$ cat config.mk
export PLATFORM = sky130hd
export DESIGN_NAME = aes_host_sequencer
export DESIGN_NICKNAME = d
export VERILOG_FILES = /design/src/rtl/aes_host_sequencer.sv
export SDC_FILE = /design/constraint.sdc
export NUM_CORES = 1
export LEC_CHECK = 0
export CAP_MARGIN = 20
export CORE_MARGIN = 2
export CORE_UTILIZATION = 51
export DETAILED_ROUTE_END_ITERATION = 16
export GPL_ROUTABILITY_DRIVEN = 0
export PLACE_DENSITY = 0.91
export SETUP_SLACK_MARGIN = 0.5
export SLEW_MARGIN = 10
export SYNTH_ARGS = -nofsm -noshare
export SYNTH_HDL_FRONTEND = slang
export SYNTH_SLANG_ARGS = --single-unit
$ cat constraint.sdc
create_clock -name clk -period 28.6 [get_ports clk]
set_input_delay 4.29 -clock clk [delete_from_list [all_inputs] [get_ports clk]]
set_output_delay 4.29 -clock clk [all_outputs]
set_load 0.01 [all_outputs]
$ cat src/rtl/aes_host_sequencer.sv
// aes_host_sequencer
//   Host-side driver for an aes_cipher_top style core. Collects a 128-bit key
//   and a 128-bit plaintext as eight 32-bit valid/ready words, pulses aes_ld
//   for one cycle, waits for aes_done, captures aes_text_out and replays the
//   ciphertext as four 32-bit valid/ready words. If aes_done never arrives
//   within TIMEOUT_CYCLES cycles, it raises a sticky timeout_err and returns
//   to LOAD. The next accepted input word clears timeout_err.
//
// Ports
//   clk, rst           clock (rising edge), asynchronous active-high reset
//   in_valid/in_ready  input word handshake, in_data = key MSW first, then plaintext
//   out_valid/out_ready output word handshake, out_data = ciphertext MSW first
//   aes_ld             one-cycle load strobe to the core
//   aes_key            key to the core
//   aes_text_in        plaintext to the core
//   aes_done           completion strobe from the core
//   aes_text_out       ciphertext from the core
//   busy               high outside LOAD
//   timeout_err        sticky timeout flag
module aes_host_sequencer #(
  parameter int unsigned TIMEOUT_CYCLES = 32
) (
  input  logic         clk,
  input  logic         rst,
  input  logic         in_valid,
  output logic         in_ready,
  input  logic [31:0]  in_data,
  output logic         out_valid,
  input  logic         out_ready,
  output logic [31:0]  out_data,
  output logic         aes_ld,
  output logic [127:0] aes_key,
  output logic [127:0] aes_text_in,
  input  logic         aes_done,
  input  logic [127:0] aes_text_out,
  output logic         busy,
  output logic         timeout_err
);

  localparam logic [7:0] WAIT_LAST = 8'(TIMEOUT_CYCLES - 1);

  typedef enum logic [1:0] {
    LOAD  = 2'd0,
    KICK  = 2'd1,
    WAIT  = 2'd2,
    DRAIN = 2'd3
  } state_t;

  state_t         state;
  state_t         state_nx;
  logic [2:0]     word_cnt;
  logic [7:0]     wait_cnt;
  logic [1:0]     out_cnt;
  logic [127:0]   out_shift;
  logic           in_fire;
  logic           out_fire;

  assign in_ready = (state == LOAD) && !rst;
  assign busy     = (state != LOAD);
  assign in_fire  = in_valid && in_ready;
  assign out_fire = out_valid && out_ready;

  always_ff @(posedge clk or posedge rst) begin
    if (rst) state <= LOAD;
    else     state <= state_nx;
  end

  always_comb begin
    state_nx = state;
    unique case (state)
      LOAD:  if (in_fire && (word_cnt == 3'd7)) state_nx = KICK;
      // A done strobe seen in KICK is a leftover from an earlier operation.
      KICK:  state_nx = WAIT;
      // Done takes priority over a timeout landing in the same cycle.
      WAIT:  if (aes_done) state_nx = DRAIN;
             else if (wait_cnt == WAIT_LAST) state_nx = LOAD;
      DRAIN: if (out_fire && (out_cnt == 2'd3)) state_nx = LOAD;
      default: state_nx = LOAD;
    endcase
  end

  always_ff @(posedge clk or posedge rst) begin
    if (rst) begin
      word_cnt    <= '0;
      wait_cnt    <= '0;
      out_cnt     <= '0;
      out_shift   <= '0;
      out_data    <= '0;
      out_valid   <= 1'b0;
      aes_ld      <= 1'b0;
      aes_key     <= '0;
      aes_text_in <= '0;
      timeout_err <= 1'b0;
    end else begin
      aes_ld <= (state_nx == KICK);

      if (in_fire) begin
        word_cnt    <= word_cnt + 3'd1;
        timeout_err <= 1'b0;
        unique case (word_cnt)
          3'd0: aes_key[127:96]     <= in_data;
          3'd1: aes_key[95:64]      <= in_data;
          3'd2: aes_key[63:32]      <= in_data;
          3'd3: aes_key[31:0]       <= in_data;
          3'd4: aes_text_in[127:96] <= in_data;
          3'd5: aes_text_in[95:64]  <= in_data;
          3'd6: aes_text_in[63:32]  <= in_data;
          3'd7: aes_text_in[31:0]   <= in_data;
          default: ;
        endcase
      end

      if (state == KICK) wait_cnt <= '0;

      if (state == WAIT) begin
        if (aes_done) begin
          out_shift <= aes_text_out;
          out_data  <= aes_text_out[127:96];
          out_valid <= 1'b1;
          out_cnt   <= '0;
        end else if (wait_cnt == WAIT_LAST) begin
          timeout_err <= 1'b1;
        end else begin
          wait_cnt <= wait_cnt + 8'd1;
        end
      end

      // out_data is preloaded from the word after the one being accepted,
      // so it is already valid the cycle after each handshake.
      if ((state == DRAIN) && out_fire) begin
        out_cnt   <= out_cnt + 2'd1;
        out_shift <= {out_shift[95:0], 32'h0};
        out_data  <= out_shift[95:64];
        if (out_cnt == 2'd3) out_valid <= 1'b0;
      end
    end
  end

endmodule

==> results.yml, run 1 <==
timing:
  finalHoldViolCount: 0
  max-slew-margin-rel: 0.2601
  fin_ws_ns: 18.67
  min_period_over_period: 0.3470
  timing.fmax_mhz: 100.8
  drv_slew: 0
  max_slew.worst_pin.slew_ns: 1.106
  hold-worst-slack_ns: 0.4928
  period_needed_ns: 9.925
  setup_viol: 0
  skew_ns: 0.01096
  rsz0062_at_grt: "no"
  finalSetupTns_ns: 0
cells_and_area:
  layout_common_cells: "clkdlybuf4s50_1 (457), dfrtp_1 (402), mux2_2 (216)"
  final_common_cell: "clkdlybuf4s50_1"
  final_util: 0.7233
  layout-drive-gt1-share: 0.2020
  final_cells: 2098
  nets: 1841
  area_growth_pct: 39.39
clocking:
  clock_latency_ns: 0.52
  post_cts_resized: 0
  post_cts_buffers: 0
  hold_buffers: 0
  clockBufferDepth: 3
  root_buffer: "clkbuf_16"
  path_clk_slew_ns: 0.06
  cts_sinks: 402
  cts_tree: "built"
  htree_levels: 2
  cts_buffers: 42
global_route:
  grt.met2_usage: 0.4863
  grt_use_total: 0.2815
  gr-usage-met3: 0.05295
  grt_pass1_vias: 12358
  grt_max_degree: 175
  grt-ovfl-total: 0
  antenna_found_initial: 4
  grt-busiest-layer: "met2"
  grt_util_met1: 0.3442
  grt_pass1_wl_um: 72340
min_path:
  holdPathStages: 2
  hold_class: "reg2reg"
  min_to: "out_data[22]"
  min-delay-start: "out_data[22]"
place:
  dp_hpwl_um: 30860
  port_buffers: 457
  dp_slack_ns: 18.69
  dp_cells: 2017
flow_run:
  cap_violations: 0
synth:
  synth.area.top_cells: "dfrtp_1 (63%), mux2_2 (15%), nor2_1 (3.8%)"
  synth_top_area_frac: 0.6338
  synth_nets: 1401
  synth_warnings: 0
  yosysSeqAreaShare: 0.6338
  async_flop_share: 1.000
  ys_ff_latch: 402
  syn-cell-area_um2: 15870
  yosysTopAreaCell: "dfrtp_1"
  ys_types: 39
  synthFlopType: "dfrtp_1"
  syn_avg_cell_area_um2: 12.93
  synth_edf_count: 0
  syn_inst: 1228
die:
  die_y_um: 180.4
  ios: 458
  rows: 64
  chipWidth_um: 180.4
  core_um2: 30590
  die_area_um2: 32550
  initial_utilization: 0.5189
drt:
  wire_per_inst_um: 22.22
  drt_iter0_drc: 848
  routed_wl_um: 46610
  routed_via_density: 5.650
  first_pass_iters: 5
  via_count: 11854
  antenna_left: 0
  route.detailed.drc: 0
power:
  p_leak_uw: 0.01016
  p_per_area_nw_per_um2: 108.8
  peakVddDrop_uv: 91.84
critical_path:
  path_cells: "clkdlybuf4s50_1 > nor3_1 > clkdlybuf4s50_1"
  worstSetupPathType: "in2out"
  crit_family: "buffers and inverters"
  cp.arrival_ns: 5.64
  critical-path-max-stage-delay_ns: 0.58
  critPathSlowestCell: "clkdlybuf4s50_1"
  r2r_slack_ns: 25.62
  crit_buf_inv: 2
  critPathMaxFanout: 3
  crit_path_end_kind: "primary output"
  crit-reg2reg-capture: "out_shift[62]"
  r2r-start: "state[0]"
  ff2ff_path_depth: 5
  cp-start-kind: "input pin"
  cp.required_ns: 24.31
  cpMostUsedCell: "clkdlybuf4s50_1"
status:
  outcome: "completed"
worst reg2reg max path: cells and delay by family, from the launching register on:
family	cells	cell delay, ns
buf+inv	1	0.61
flops	1	0.55
simple gates	4	1.75
cell usage after synthesis, types with 2 or more instances:
cell      count
dfrtp_1     402
mux2_2      216
nor2_1      162
nand2_1     138
o22ai_1      64
mux2_4       40
clkbuf_1     37
a21oi_1      34
a31oi_1      33
buf_2        15
nand3_1      12
buf_6        11
buf_1         9
ha_1          8
inv_1         7
o21ai_0       6
o211ai_1      4
nand2_4       3
nand4_1       3
o31ai_1       3
a22o_1        2
xnor2_1       2
report_power, final:
group          internal, µW  switching [µW]  leakage, µW
logic                   508             402      0.00438
clock network           319             215     0.000669
registers               808             155      0.00511
total                  1640             772       0.0102
metal layers:
metal / vias to the layer above / share of wire
met3: 136 / 0.066
met5: - / 0
met2: 602 / 0.50
met1: 5974 / 0.38
li1: 5142 / -
met4: 0 / 0.048
cell type report:
| cell class | count | area, µm² |
|---|---|---|
| sequential | 402 | 10060 |
| timing repair buffer | 469 | 4735 |
| clock inverter | 6 | 55.05 |
| antenna | 4 | 10.01 |
| tap | 396 | 495.5 |
| inverter | 7 | 33.78 |
| multi-input combinational | 746 | 5434 |
| clock buffer | 68 | 1303 |
| fill | 1876 | 8464 |
cell families (layout without fill, tap and decap cells):
logic type,Yosys count,count (layout),share of synthesized area
other cells,0,4,0
fa+ha+maj,8,8,0.006306
flops,402,402,0.6338
mux,256,256,0.1911
buf+inv,80,550,0.02538
xor+xnor,2,2,0.001104
compound gates,149,149,0.05739
simple gates,331,331,0.08498
metrics by stage:
stage | area [µm²] | power, µW
6_report | 22130 | 2408
5_1_grt | 22130 | 2519
2_1_floorplan | 15870 | 1359
3_3_place_gp | 20670 | 1805
3_5_place_dp | 20690 | 1861
4_1_cts | 22050 | 2409
worst max path at each step:
stage,start,endpoint,cells after the start
after detailed placement,rst,in_ready,3
after global placement,rst,in_ready,3
after global routing,rst,in_ready,3
final,rst,in_ready,3
after floorplan,rst,aes_key[0],1
after CTS,rst,in_ready,3
sequential cells by signal, summed over array words and instances (netlist names):
name and flops:
aes_key 128, aes_text_in 128, out_shift 96, out_data 32
wait_cnt 8, word_cnt 3, out_cnt 2, state 2
aes_ld 1, out_valid 1, timeout_err 1
No activity file was read; power rests on OpenSTA's default activity.
==> inputs of run 2 (changes only) <==
--- a/config.mk
+++ b/config.mk
@@ -7,10 +7,10 @@
 export LEC_CHECK = 0
 export CAP_MARGIN = 20
 export CORE_MARGIN = 2
-export CORE_UTILIZATION = 51
+export CORE_UTILIZATION = 48
 export DETAILED_ROUTE_END_ITERATION = 16
 export GPL_ROUTABILITY_DRIVEN = 0
-export PLACE_DENSITY = 0.91
+export PLACE_DENSITY = 0.87
 export SETUP_SLACK_MARGIN = 0.5
 export SLEW_MARGIN = 10
 export SYNTH_ARGS = -nofsm -noshare
==> constraint.sdc (replaced) <==
create_clock -name clk -period 10.1 [get_ports clk]
set_input_delay 1.515 -clock clk [delete_from_list [all_inputs] [get_ports clk]]
set_output_delay 1.515 -clock clk [all_outputs]
set_load 0.01 [all_outputs]
==> run 2 against run 1 <==
Against the previous run: global-route usage down 3.0 points; sequential cell count unchanged; design area down 0.37%; count of clock-buffer cells in the layout down 4.
==> results.yml, run 2 (same netlist as run 1, synthesis figures left out) <==
clocking:
  hold_buffers: 0
  root_buffer: "clkbuf_16"
  post_cts_resized: 0
  cts_buffers: 41
  post_cts_buffers: 0
  htree_levels: 2
  clockBufferDepth: 3
  path_clk_slew_ns: 0.06
  cts_tree: "built"
  clock_latency_ns: 0.53
  cts_sinks: 402
critical_path:
  crit_path_end_kind: "primary output"
  cp.arrival_ns: 2.78
  critPathSlowestCell: "clkdlybuf4s50_1"
  path_cells: "clkdlybuf4s50_1 > nor3_1 > clkdlybuf4s50_1"
  critPathMaxFanout: 3
  crit_buf_inv: 2
  critical-path-max-stage-delay_ns: 0.58
  cp.required_ns: 8.59
  worstSetupPathType: "in2out"
  cp-start-kind: "input pin"
  cpMostUsedCell: "clkdlybuf4s50_1"
  crit_family: "buffers and inverters"
die:
  die_y_um: 185.8
  initial_utilization: 0.4878
  die_area_um2: 34540
  ios: 458
  core_um2: 32540
  chipWidth_um: 185.8
  rows: 66
timing:
  period_needed_ns: 4.293
  fin_ws_ns: 5.807
  drv_slew: 0
  min_period_over_period: 0.4250
  skew_ns: 0.02218
  timing.fmax_mhz: 233.0
  setup_viol: 0
  rsz0062_at_grt: "no"
  max_slew.worst_pin.slew_ns: 1.080
  max-slew-margin-rel: 0.2799
  finalHoldViolCount: 0
  finalSetupTns_ns: 0
min_path:
  hold_class: "reg2reg"
drt:
  drt_iter0_drc: 851
  via_count: 11538
  routed_wl_um: 44010
  route.detailed.drc: 0
  wire_per_inst_um: 20.59
  antenna_left: 0
  first_pass_iters: 7
  routed_via_density: 5.399
global_route:
  grt_max_degree: 196
  antenna_found_initial: 3
  grt-ovfl-total: 0
  grt_pass1_vias: 11908
  grt_use_total: 0.2519
  grt_pass1_wl_um: 67150
place:
  dp_slack_ns: 5.755
  port_buffers: 457
  dp_cells: 2061
  dp_hpwl_um: 29520
cells_and_area:
  nets: 1839
  area_growth_pct: 38.88
  layout_common_cells: "clkdlybuf4s50_1 (457), dfrtp_1 (402), mux2_2 (216)"
  reg.largest.list: "aes_key (128), aes_text_in (128), out_shift (96)"
  layout-drive-gt1-share: 0.1986
  final_cells: 2137
  final_common_cell: "clkdlybuf4s50_1"
power:
  peakVddDrop_uv: 204.4
  p_leak_uw: 0.01008
  p_per_area_nw_per_um2: 301.1
flow_run:
  cap_violations: 0
status:
  outcome: "completed"
run 2: changes by cell type in the layout (fill, tap and decap cells not counted), sizes merged:
cell	delta
buf	-1
bufinv	-1
clkbuf	-4
clkinv	-1
clkinvlp	+2
diode	-1
inv	-1
run 2: worst paths after layout:
check,from,end,slack [ns],depth (start not counted)
max,rst,in_ready,5.81,3
min,out_data[31],out_data[31],0.49,2
max reg2reg,state[0],out_data[12],7.22,5
min reg2reg,out_data[31],out_data[31],0.49,2
max in group asynchronous,rst,aes_key[93],7.24,3
min in group asynchronous,rst,out_shift[64],1.46,2
run 2: power by group:
| part | switching (µW) | internal (µW) |
|---|---|---|
| combinational | 1100 | 1440 |
| sequential | 411 | 2290 |
| clock | 591 | 806 |
| total | 2110 | 4530 |
run 2: worst min-delay path: stages (launching register included):
cell     delay, ns
dfrtp_1       0.34
nor2_1        0.05
nor2_1        0.07
run 2: layer usage:
metal / track usage / share of wire / wire (µm)
met1: 0.3066 / 0.39 / 17060
met3: 0.06339 / 0.075 / 3285
met2: 0.4175 / 0.49 / 21520
met4: 0.1266 / 0.049 / 2140
met5: 0 / 0 / 0
run 2: metrics by stage:
step                power, µW  hold WS, ns    util  cell area, µm²
global route             6995       0.5112  0.6775           22040
floorplan                3848       0.4669       -           15880
finish                   6638       0.4906  0.6775           22040
detailed placement       5238       0.4845  0.6371           20730
global placement         5107       0.4768  0.6371           20730
CTS                      6660       0.4977  0.6746           21950
run 2: final cells by class:
cell class              count  area (µm²)
fillers                  2233       10490
flip-flops and latches    402       10060
multi-input cells         746        5434
repair buffers            468        4740
clock buffers              64        1192
well taps                 442       553.0
inverters                   7       30.03
clock inverters             5       27.53
diodes                      3       7.507
==> inputs of run 3 (changes only) <==
==> constraint.sdc (replaced) <==
create_clock -name clk -period 4 [get_ports clk]
set_input_delay 0.6 -clock clk [delete_from_list [all_inputs] [get_ports clk]]
set_output_delay 0.6 -clock clk [all_outputs]
set_load 0.01 [all_outputs]
==> run 3 against run 2 <==
Against the previous run: clock power increased to 2.8 times the previous value; global-route usage grew 1.0 points; power rose to 2.6 times the previous value; utilization up 0.72 points; critical endpoint is now aes_text_in[19]; critical path type is now in2reg; design area up 1.1%; via count increased by 1.6%; register-to-register slack got worse by 5.8 ns; hold slack improved by 0.0031 ns; combinational power grew to 2.6 times the previous value; wire length is 4.7% higher.
==> results.yml, run 3 (same netlist as run 1, synthesis figures left out) <==
global_route:
  grt-ovfl-total: 0
  grt_max_degree: 139
  grt_pass1_wl_um: 69650
  grt_use_total: 0.2622
  grt_pass1_vias: 12056
  antenna_found_initial: 5
critical_path:
  ff2ff_path_depth: 4
  cp-start-kind: "input pin"
  crit_path_end_kind: "register"
  r2r-start: "state[0]"
  r2r_slack_ns: 1.45
  critPathMaxFanout: 34
  worstSetupPathType: "in2reg"
  crit-reg2reg-capture: "aes_text_in[19]"
  cp.required_ns: 4.38
  cp.arrival_ns: 2.95
drt:
  routed_via_density: 5.459
  wire_per_inst_um: 21.46
  route.detailed.drc: 0
  routed_wl_um: 46080
  antenna_left: 0
  drt_iter0_drc: 709
  via_count: 11720
  first_pass_iters: 5
clocking:
  cts_tree: "built"
  cts_sinks: 402
  post_cts_buffers: 0
  clock_latency_ns: 0.52
  htree_levels: 2
  root_buffer: "clkbuf_16"
  path_clk_slew_ns: 0.06
  clockBufferDepth: 3
  post_cts_resized: 0
  hold_buffers: 0
  cts_buffers: 41
flow_run:
  cap_violations: 0
timing:
  finalHoldViolCount: 0
  max-slew-margin-rel: 0.2896
  drv_slew: 0
  max_slew.worst_pin.slew_ns: 1.062
  skew_ns: 0.01343
  min_period_over_period: 0.6403
  timing.fmax_mhz: 390.4
  setup_viol: 0
  rsz0062_at_grt: "no"
  period_needed_ns: 2.561
cells_and_area:
  layout_common_cells: "clkdlybuf4s50_1 (457), dfrtp_1 (402), mux2_2 (216)"
  final_cells: 2147
  final_util: 0.6847
  layout-drive-gt1-share: 0.2054
  final_common_cell: "clkdlybuf4s50_1"
  area_growth_pct: 40.34
  nets: 1847
  reg.largest.list: "aes_key (128), aes_text_in (128), out_shift (96)"
place:
  port_buffers: 457
  dp_cells: 2072
  dp_hpwl_um: 30710
die:
  initial_utilization: 0.4878
  rows: 66
  die_area_um2: 34540
  core_um2: 32540
  ios: 458
  die_y_um: 185.8
  chipWidth_um: 185.8
min_path:
  holdPathStages: 2
  min-delay-start: "out_data[10]"
  hold_class: "reg2reg"
  min_to: "out_data[10]"
power:
  peakVddDrop_uv: 507.0
  p_leak_uw: 0.01020
  p_per_area_nw_per_um2: 777.5
status:
  outcome: "completed"
[run 3: layer usage]
metal  track usage  wire, µm
met2        0.4516     23320
met5             0         0
met4        0.1055      1763
met1        0.3153     17430
met3       0.06574      3558
[run 3: report_power, final]
part	total, µW	internal [µW]	switching [µW]	leakage (µW)
clock	3980	2440	1540	0.000674
sequential	6860	5780	1080	0.00511
combinational	6480	3630	2850	0.00441
[run 3: layout make-up]
type                    count  area (µm²)
fillers                  2204       10260
flip-flops and latches    402       10060
multi-input cells         746        5434
repair buffers            476        4805
clock buffers              56        1142
well taps                 442       553.0
clock inverters            12       237.7
inverters                   7       30.03
diodes                      6       15.01
[run 3: worst max path at each step]
stage	from	end	slack (ns)	cells after the start
6_report	rst	aes_text_in[19]	1.44	5
5_1_grt	state[0]	aes_text_in[19]	1.29	4
4_1_cts	state[0]	aes_text_in[125]	1.17	4
3_5_place_dp	rst	aes_text_in[113]	0.66	5
3_3_place_gp	rst	aes_text_in[124]	0.79	5
2_1_floorplan	rst	aes_key[0]	-2.01	1
[run 3: metrics by stage]
| stage | setup TNS [ns] | setup WS, ns | hold slack (ns) | total power, µW | area [µm²] |
|---|---|---|---|---|---|
| floorplan | -809.52 | -2.014 | 0.4669 | 9716 | 15880 |
| global placement | 0 | 0.7860 | 0.4763 | 12960 | 20860 |
| detailed placement | 0 | 0.6577 | 0.4859 | 13300 | 20860 |
| CTS | 0 | 1.166 | 0.4993 | 17390 | 22240 |
| global route | 0 | 1.290 | 0.5114 | 18180 | 22280 |
| finish | 0 | 1.439 | 0.4936 | 17320 | 22280 |
[run 3: critical path, stage by stage]
cell and delay, ns:
clkdlybuf4s50_1 0.48, nor3_1 0.21, and2_1 0.40, nand2_2 0.68, mux2_2 0.54
